## config.mk

```make
export PLATFORM = sky130hd
export DESIGN_NAME = bnn_psum_binarize
export DESIGN_NICKNAME = d
export VERILOG_FILES = /design/src/rtl/bnn_pkg.sv /design/src/rtl/bnn_psum_ram.sv /design/src/rtl/bnn_psum_binarize.sv
export SDC_FILE = /design/constraint.sdc
export NUM_CORES = 1
export LEC_CHECK = 0
export ABC_AREA = 1
export BUFFER_PORTS_ARGS = -buffer_cell sky130_fd_sc_hd__buf_2
export CORE_MARGIN = 4
export CORE_UTILIZATION = 25
export DETAILED_ROUTE_END_ITERATION = 6
export SKIP_LAST_GASP = 1
export SLEW_MARGIN = 5
export SYNTH_ARGS = -nofsm -noshare
export SYNTH_HDL_FRONTEND = slang
export SYNTH_HIERARCHICAL = 1
export SYNTH_SLANG_ARGS = --single-unit
export TNS_END_PERCENT = 1
```

## constraint.sdc

```tcl
create_clock -name iCLK -period 12.55 [get_ports iCLK]
set_input_delay 0.6275 -clock iCLK [delete_from_list [all_inputs] [get_ports iCLK]]
set_output_delay 0.6275 -clock iCLK [all_outputs]
set_load 0.02 [all_outputs]
```

## src/rtl/bnn_pkg.sv

```systemverilog
// Shared definitions for the binary-network partial-sum stage:
// default widths, map geometry and the accumulation state encoding.
package bnn_pkg;

    localparam int IL_DEF  = 6;    // signed popcount width, range -9..+9
    localparam int AW_DEF  = 10;   // signed accumulator width
    localparam int CH_DEF  = 16;   // input channels folded into one output map
    localparam int PIX_DEF = 144;  // 12x12 pixels per map

    typedef enum logic [1:0] {
        IDLE  = 2'd0,
        FIRST = 2'd1,
        ACCUM = 2'd2,
        LAST  = 2'd3
    } psum_state_t;

endpackage

```

## src/rtl/bnn_psum_ram.sv

```systemverilog
// Partial-sum buffer: PIX words of AW bits, combinational read and
// synchronous write on a single shared address. Contents are not reset
// because the first channel pass overwrites every word.
module bnn_psum_ram #(
    parameter int AW  = 10,
    parameter int PIX = 144,
    parameter int PW  = 8
) (
    input  logic                 iCLK,
    input  logic                 iWE,
    input  logic [PW-1:0]        iADDR,
    input  logic signed [AW-1:0] iWDATA,
    output logic signed [AW-1:0] oRDATA
);

    logic signed [AW-1:0] mem [PIX];

    // Read is asynchronous so read-modify-write completes in one cycle.
    assign oRDATA = mem[iADDR];

    // Single write port, no reset on the storage array.
    always_ff @(posedge iCLK) begin
        if (iWE) begin
            mem[iADDR] <= iWDATA;
        end
    end

endmodule

```

## src/rtl/bnn_psum_binarize.sv

```systemverilog
// Accumulates signed XNOR-popcount samples across CH channel passes per
// pixel and, on the final pass, compares each sum with a per-frame
// threshold to produce a 1-bit activation stream.
// Optional build macro: BNN_PSUM_SAT_EN (adds saturate instead of wrapping).
module bnn_psum_binarize
    import bnn_pkg::*;
#(
    parameter int IL  = IL_DEF,
    parameter int AW  = AW_DEF,
    parameter int CH  = CH_DEF,
    parameter int PIX = PIX_DEF
) (
    input  logic          iCLK,
    input  logic          iRST,
    input  logic          iSTART,
    input  logic [AW-1:0] iTHRESH,
    input  logic          iVALID,
    input  logic [IL-1:0] iDATA,
    output logic          oVALID,
    output logic          oDATA,
    output logic          oDONE,
    output logic          oBUSY
);

    localparam int PW = (PIX > 1) ? $clog2(PIX) : 1;
    localparam int CW = (CH > 1) ? $clog2(CH) : 1;

    psum_state_t          state, stateNxt;
    logic [PW-1:0]        pix, pixNxt;
    logic [CW-1:0]        ch, chNxt;
    logic signed [AW-1:0] thresh, threshNxt;
    logic                 vldNxt, dataNxt, doneNxt;
    logic                 wrEn;
    logic signed [AW-1:0] wrData;
    logic signed [AW-1:0] rdData;
    logic signed [AW-1:0] ext;
    logic signed [AW-1:0] sumAcc;
    logic signed [AW-1:0] sumLast;
    logic                 lastPix;

    // Accumulator add: clamps to the AW range when saturation is built in,
    // otherwise wraps modulo 2^AW.
    function automatic logic signed [AW-1:0] psumAdd(
        input logic signed [AW-1:0] a,
        input logic signed [AW-1:0] b
    );
`ifdef BNN_PSUM_SAT_EN
        logic signed [AW:0] full;
        full = (AW+1)'(a) + (AW+1)'(b);
        if (full[AW] != full[AW-1]) begin
            psumAdd = full[AW] ? {1'b1, {(AW-1){1'b0}}} : {1'b0, {(AW-1){1'b1}}};
        end else begin
            psumAdd = full[AW-1:0];
        end
`else
        psumAdd = a + b;
`endif
    endfunction

    bnn_psum_ram #(
        .AW  (AW),
        .PIX (PIX),
        .PW  (PW)
    ) uRam (
        .iCLK   (iCLK),
        .iWE    (wrEn),
        .iADDR  (pix),
        .iWDATA (wrData),
        .oRDATA (rdData)
    );

    assign ext     = AW'($signed(iDATA));
    assign sumAcc  = psumAdd(rdData, ext);
    assign sumLast = (CH == 1) ? ext : sumAcc;
    assign lastPix = (pix == PW'(PIX - 1));

    // Busy from the first cycle after the start pulse through the done pulse.
    assign oBUSY = (state != IDLE) | oDONE;

    // Next-state, counter, buffer-write and output decode for one sample.
    always_comb begin
        stateNxt  = state;
        pixNxt    = pix;
        chNxt     = ch;
        threshNxt = thresh;
        wrEn      = 1'b0;
        wrData    = sumAcc;
        vldNxt    = 1'b0;
        dataNxt   = 1'b0;
        doneNxt   = 1'b0;
        if (iSTART) begin
            // Start aborts any frame and drops the sample in this cycle.
            stateNxt  = (CH == 1) ? LAST : FIRST;
            pixNxt    = '0;
            chNxt     = '0;
            threshNxt = iTHRESH;
        end else if (iVALID && (state != IDLE)) begin
            pixNxt = lastPix ? '0 : pix + 1'b1;
            if (lastPix) begin
                chNxt = ch + 1'b1;
            end
            case (state)
                FIRST: begin
                    wrEn   = 1'b1;
                    wrData = ext;
                    if (lastPix) begin
                        stateNxt = (CH > 2) ? ACCUM : LAST;
                    end
                end
                ACCUM: begin
                    wrEn   = 1'b1;
                    wrData = sumAcc;
                    if (lastPix && (ch == CW'(CH - 2))) begin
                        stateNxt = LAST;
                    end
                end
                LAST: begin
                    vldNxt  = 1'b1;
                    dataNxt = (sumLast >= thresh);
                    if (lastPix) begin
                        stateNxt = IDLE;
                        doneNxt  = 1'b1;
                    end
                end
                default: ;
            endcase
        end
    end

    // State, counters, threshold and registered output strobes.
    always_ff @(posedge iCLK or posedge iRST) begin
        if (iRST) begin
            state  <= IDLE;
            pix    <= '0;
            ch     <= '0;
            thresh <= '0;
            oVALID <= 1'b0;
            oDATA  <= 1'b0;
            oDONE  <= 1'b0;
        end else begin
            state  <= stateNxt;
            pix    <= pixNxt;
            ch     <= chNxt;
            thresh <= threshNxt;
            oVALID <= vldNxt;
            oDATA  <= dataNxt;
            oDONE  <= doneNxt;
        end
    end

endmodule

```

==> run summary <==
The CTS clock-pin slew for the worst setup and hold paths is 0.06 ns. The fraction of post-synthesis cell area in the top cell type by area is a little over two thirds. The area overhead of the layout relative to synthesis came out at 13.8%. The clock reaches the later pin of the worst-skew pair after 0.78 ns. The number of nets in the final layout is 5707. The die width is 502 um. The tightest min-delay check is of the in2reg type. The final cycle utilization of the critical path is 56.9%.

The detailed-routing iteration count for the pre-antenna-repair pass is 6. Summed over all failing endpoints, the final setup total negative slack is 0 ns. Setup repair after global routing left no endpoint under its margin. The number of global-route vias before repair came out at 38700.

The TritonCTS clock tree is yes. For this block, the routed nets add up to 167000 um of wire. The boundary pin count is 24. The share of synthesized area occupied by flip-flops and latches came out at 71.9%. The post-CTS resize count came out at 0. The register-to-register setup slack came out at approximately 5.4 ns. The count of unique library cells instantiated by Yosys is 45. STA classifies the critical path endpoint as a flop. The overall via count from detail_route came out at 40300.

The number of DRC markers after the initial detailed-route iteration is 4162. VDD sags by at most 0.215 mV. By area the synthesized netlist is led by sky130_fd_sc_hd__edfxtp_1, sky130_fd_sc_hd__nand2_1, sky130_fd_sc_hd__nor2_1. The number of pins exceeding their max-slew limit in the final report was 0. The worst setup path is of the reg2reg kind. The detailed-route DRC error count is 0. The clock passes through at most 3 buffers. The flow ran to the end, and the final reports show no timing, DRC or antenna violations. The number of endpoints failing setup at the final stage came out at 0. The number of nets in the synthesized netlist came out at between 5000 and 6000. In the post-route analysis, the smallest setup slack over all paths is 5.41 ns. The area of the mapped netlist is 0.0611 mm2. The final antenna diode count came out at 0. In this run the power density over the cells is 213 mW/mm2. Once layout is complete, the utilization of the core stands at 28.6%.

The post-route antenna net violation count came out at 0. The setup slack after placement came out at 5.51 ns. The per-instance average area after synthesis came out at ~11 um2.

The fraction of synthesis flops using an asynchronous set or reset pin came out at 1.84%. The clock period could shrink to just over 7 ns. Among all flip-flop cells after synthesis, the most frequent one is sky130_fd_sc_hd__edfxtp_1.

The detailed-route wire length per cell is 18.5 um. The worst setup path is launched from a flop. The initial core utilization came out at between 20% and 30%.

The fmax is between 100 and 150 MHz. The chip height is 502 um. Entering global routing, the biggest net connects 140 pins.

The cell taking the most area after synthesis is sky130_fd_sc_hd__edfxtp_1. During placement, the flow inserted port buffers numbering 23. The CTS H-tree depth is 4. The clock net sink count is 1467. In this run the static leakage power is 26.1 nW. The final RePlAce weighted congestion came out at a little under 0.9.

The count of flip-flops with a built-in enable after synthesis is 1440. The via density per instance came out at 4.49. The first-pass GRT wire length is 248000 um. The number of standard cells after synthesis came out at 5672. The total track usage came out at between 10% and 20%. The worst-margin pin slew is 1.34 ns. The number of warnings reported in the yosys synthesis log came out at 6.

After synthesis, the most frequently instantiated cells are sky130_fd_sc_hd__nand2_1, sky130_fd_sc_hd__edfxtp_1, sky130_fd_sc_hd__nor2_1. CTS placed an instance of sky130_fd_sc_hd__clkbuf_16 at the clock tree root. Headroom to the max-slew limit came out at 10.4%. The core region area is 0.243 mm2. The required time at the endpoint of the critical path came out at around 13 ns. The die outline area came out at 0.252 mm2.

The initial antenna violation count is 1. After synthesis the netlist holds a flip-flop and latch count of ~1500. The initialized floorplan defines 181 standard-cell rows. In this run the worst path has a maximum fanout of 77.

The final setup skew is between 0.02 and 0.03 ns. The most common cell in the synthesized netlist is sky130_fd_sc_hd__nand2_1. The fraction of layout cells with a size suffix above 1 is 6.23%.

The overall power after layout is around 15 mW. The number of hold violations in the final report was 0. The number of clock buffers inserted by TritonCTS came out at 153.

The number of maximum-capacitance constraint violations came out at 0. The data arrival time of the critical path came out at 7.57 ns. The total overflow left after global routing is 0. The sum of net half-perimeters after detailed placement came out at 94100 um.
cells by family after synthesis:
| group | count (synthesis) | synth area share [%] |
|---|---|---|
| and+or+nand+nor | 3639 | 23.0 |
| DFF | 1467 | 71.9 |
| buffers and inverters | 351 | 2.57 |
| AOI/OAI and AO/OA | 179 | 1.88 |
| adders and majority gates | 27 | 0.565 |
| xor gates and xnor gates | 9 | 0.129 |
sequential cells by signal (all words and copies together), names as in the netlist:
signal    cells
oVALID        1
oDATA         1
oDONE         1
ch            4
thresh       10
pix           8
state         2
uRam/mem   1440
worst max-delay path: stages, from the launching register on:
cell,delay [ns]
sky130_fd_sc_hd__dfrtp_4,0.97
sky130_fd_sc_hd__inv_8,0.38
sky130_fd_sc_hd__nor2_4,0.43
sky130_fd_sc_hd__buf_4,0.45
sky130_fd_sc_hd__buf_4,0.70
sky130_fd_sc_hd__nand2_1,0.10
sky130_fd_sc_hd__nand3_1,0.12
sky130_fd_sc_hd__nand2_1,0.05
sky130_fd_sc_hd__nand2_1,0.10
sky130_fd_sc_hd__nor2_1,0.12
sky130_fd_sc_hd__nor2_1,0.24
sky130_fd_sc_hd__nor2_1,0.07
sky130_fd_sc_hd__nand2_1,0.09
sky130_fd_sc_hd__nand2_1,0.07
sky130_fd_sc_hd__nand3_1,0.17
sky130_fd_sc_hd__ha_1,0.31
sky130_fd_sc_hd__a21oi_1,0.25
sky130_fd_sc_hd__nand2_1,0.09
sky130_fd_sc_hd__nand2_1,0.08
sky130_fd_sc_hd__nand3_1,0.07
sky130_fd_sc_hd__nand2_1,0.07
sky130_fd_sc_hd__nand3_1,0.11
sky130_fd_sc_hd__nand2_4,0.67
sky130_fd_sc_hd__buf_4,0.84
worst paths after layout:
check / startpoint / end / cells past startpoint
worst max-delay path: pix[1]$_DFFE_PP0N_ / uRam/mem[14][9]$_DFFE_PP_ / 23
worst min-delay path: iTHRESH[0] / thresh[0]$_DFFE_PP0P_ / 3
worst max register to register: pix[1]$_DFFE_PP0N_ / uRam/mem[14][9]$_DFFE_PP_ / 23
worst min register to register: state[1]$_DFFE_PP0P_ / state[1]$_DFFE_PP0P_ / 2
max in group asynchronous: iRST / pix[0]$_DFFE_PP0N_ / 4
min in group asynchronous: iRST / thresh[4]$_DFFE_PP0P_ / 4
power breakdown:
part,switching [mW],leakage (nW),internal (mW),total (mW)
Clock,1.87,2.35,2.50,4.37
Sequential,0.0251,13.3,6.84,6.87
Combinational,2.93,10.5,0.620,3.55
metal layers:
| metal | global-route usage, % | routed length [um] |
|---|---|---|
| met2 | 20.9 | 78100 |
| met3 | 2.33 | 12700 |
| met5 | 0 | 13 |
| met1 | 16.8 | 69000 |
| met4 | 5.34 | 6830 |
repair_timing:
item | in CTS | in global routing
hold buffers | 1 | 0
setup buffers | 0 | 0
endpoints found under the hold margin | 27 | 0
layout make-up:
type | count | area [um2]
Clock inverter | 85 | 801
Fill cell | 24900 | 174000
Timing Repair Buffer | 103 | 756
Tap cell | 3202 | 4010
Clock buffer | 190 | 4010
Inverter | 81 | 324
Multi-Input combinational cell | 3854 | 15700
Sequential cell | 1467 | 43900
cells in the final DEF, fill, tap and decap left out, types with 7 or more instances in the layout:
| cell type | Yosys | layout |
|---|---|---|
| sky130_fd_sc_hd__bufinv_16 | 0 | 11 |
| sky130_fd_sc_hd__nor2_2 | 2 | 7 |
| sky130_fd_sc_hd__inv_1 | 72 | 72 |
| sky130_fd_sc_hd__nand2_1 | 3054 | 3045 |
| sky130_fd_sc_hd__dfrtp_1 | 27 | 25 |
| sky130_fd_sc_hd__o21ai_0 | 27 | 26 |
| sky130_fd_sc_hd__edfxtp_1 | 1440 | 1440 |
| sky130_fd_sc_hd__nand2_4 | 2 | 11 |
| sky130_fd_sc_hd__nand4_1 | 36 | 36 |
| sky130_fd_sc_hd__buf_2 | 161 | 23 |
| sky130_fd_sc_hd__nor2_1 | 384 | 375 |
| sky130_fd_sc_hd__or2_2 | 9 | 9 |
| sky130_fd_sc_hd__or2_0 | 9 | 9 |
| sky130_fd_sc_hd__buf_4 | 5 | 76 |
| sky130_fd_sc_hd__nor2_4 | 3 | 7 |
| sky130_fd_sc_hd__clkinv_1 | 1 | 36 |
| sky130_fd_sc_hd__ha_1 | 26 | 26 |
| sky130_fd_sc_hd__nand3_1 | 127 | 127 |
| sky130_fd_sc_hd__a22oi_1 | 87 | 87 |
| sky130_fd_sc_hd__clkbuf_16 | 0 | 155 |
| sky130_fd_sc_hd__clkinv_8 | 0 | 8 |
| sky130_fd_sc_hd__clkbuf_1 | 84 | 35 |
| sky130_fd_sc_hd__a21oi_1 | 49 | 49 |
| sky130_fd_sc_hd__clkinv_2 | 0 | 22 |
through the flow:
stage / hold WS, ns / area (um2) / instances
2_1_floorplan: 0.448 / 61100 / 5672
3_3_place_gp: 0.504 / 64700 / 8706
6_report: 0.0606 / 69600 / 8982
4_1_cts: 0.00759 / 69500 / 8982
5_1_grt: 0.0429 / 69600 / 8982
3_5_place_dp: 0.529 / 64700 / 8706
Power figures use the tool's default switching activity.
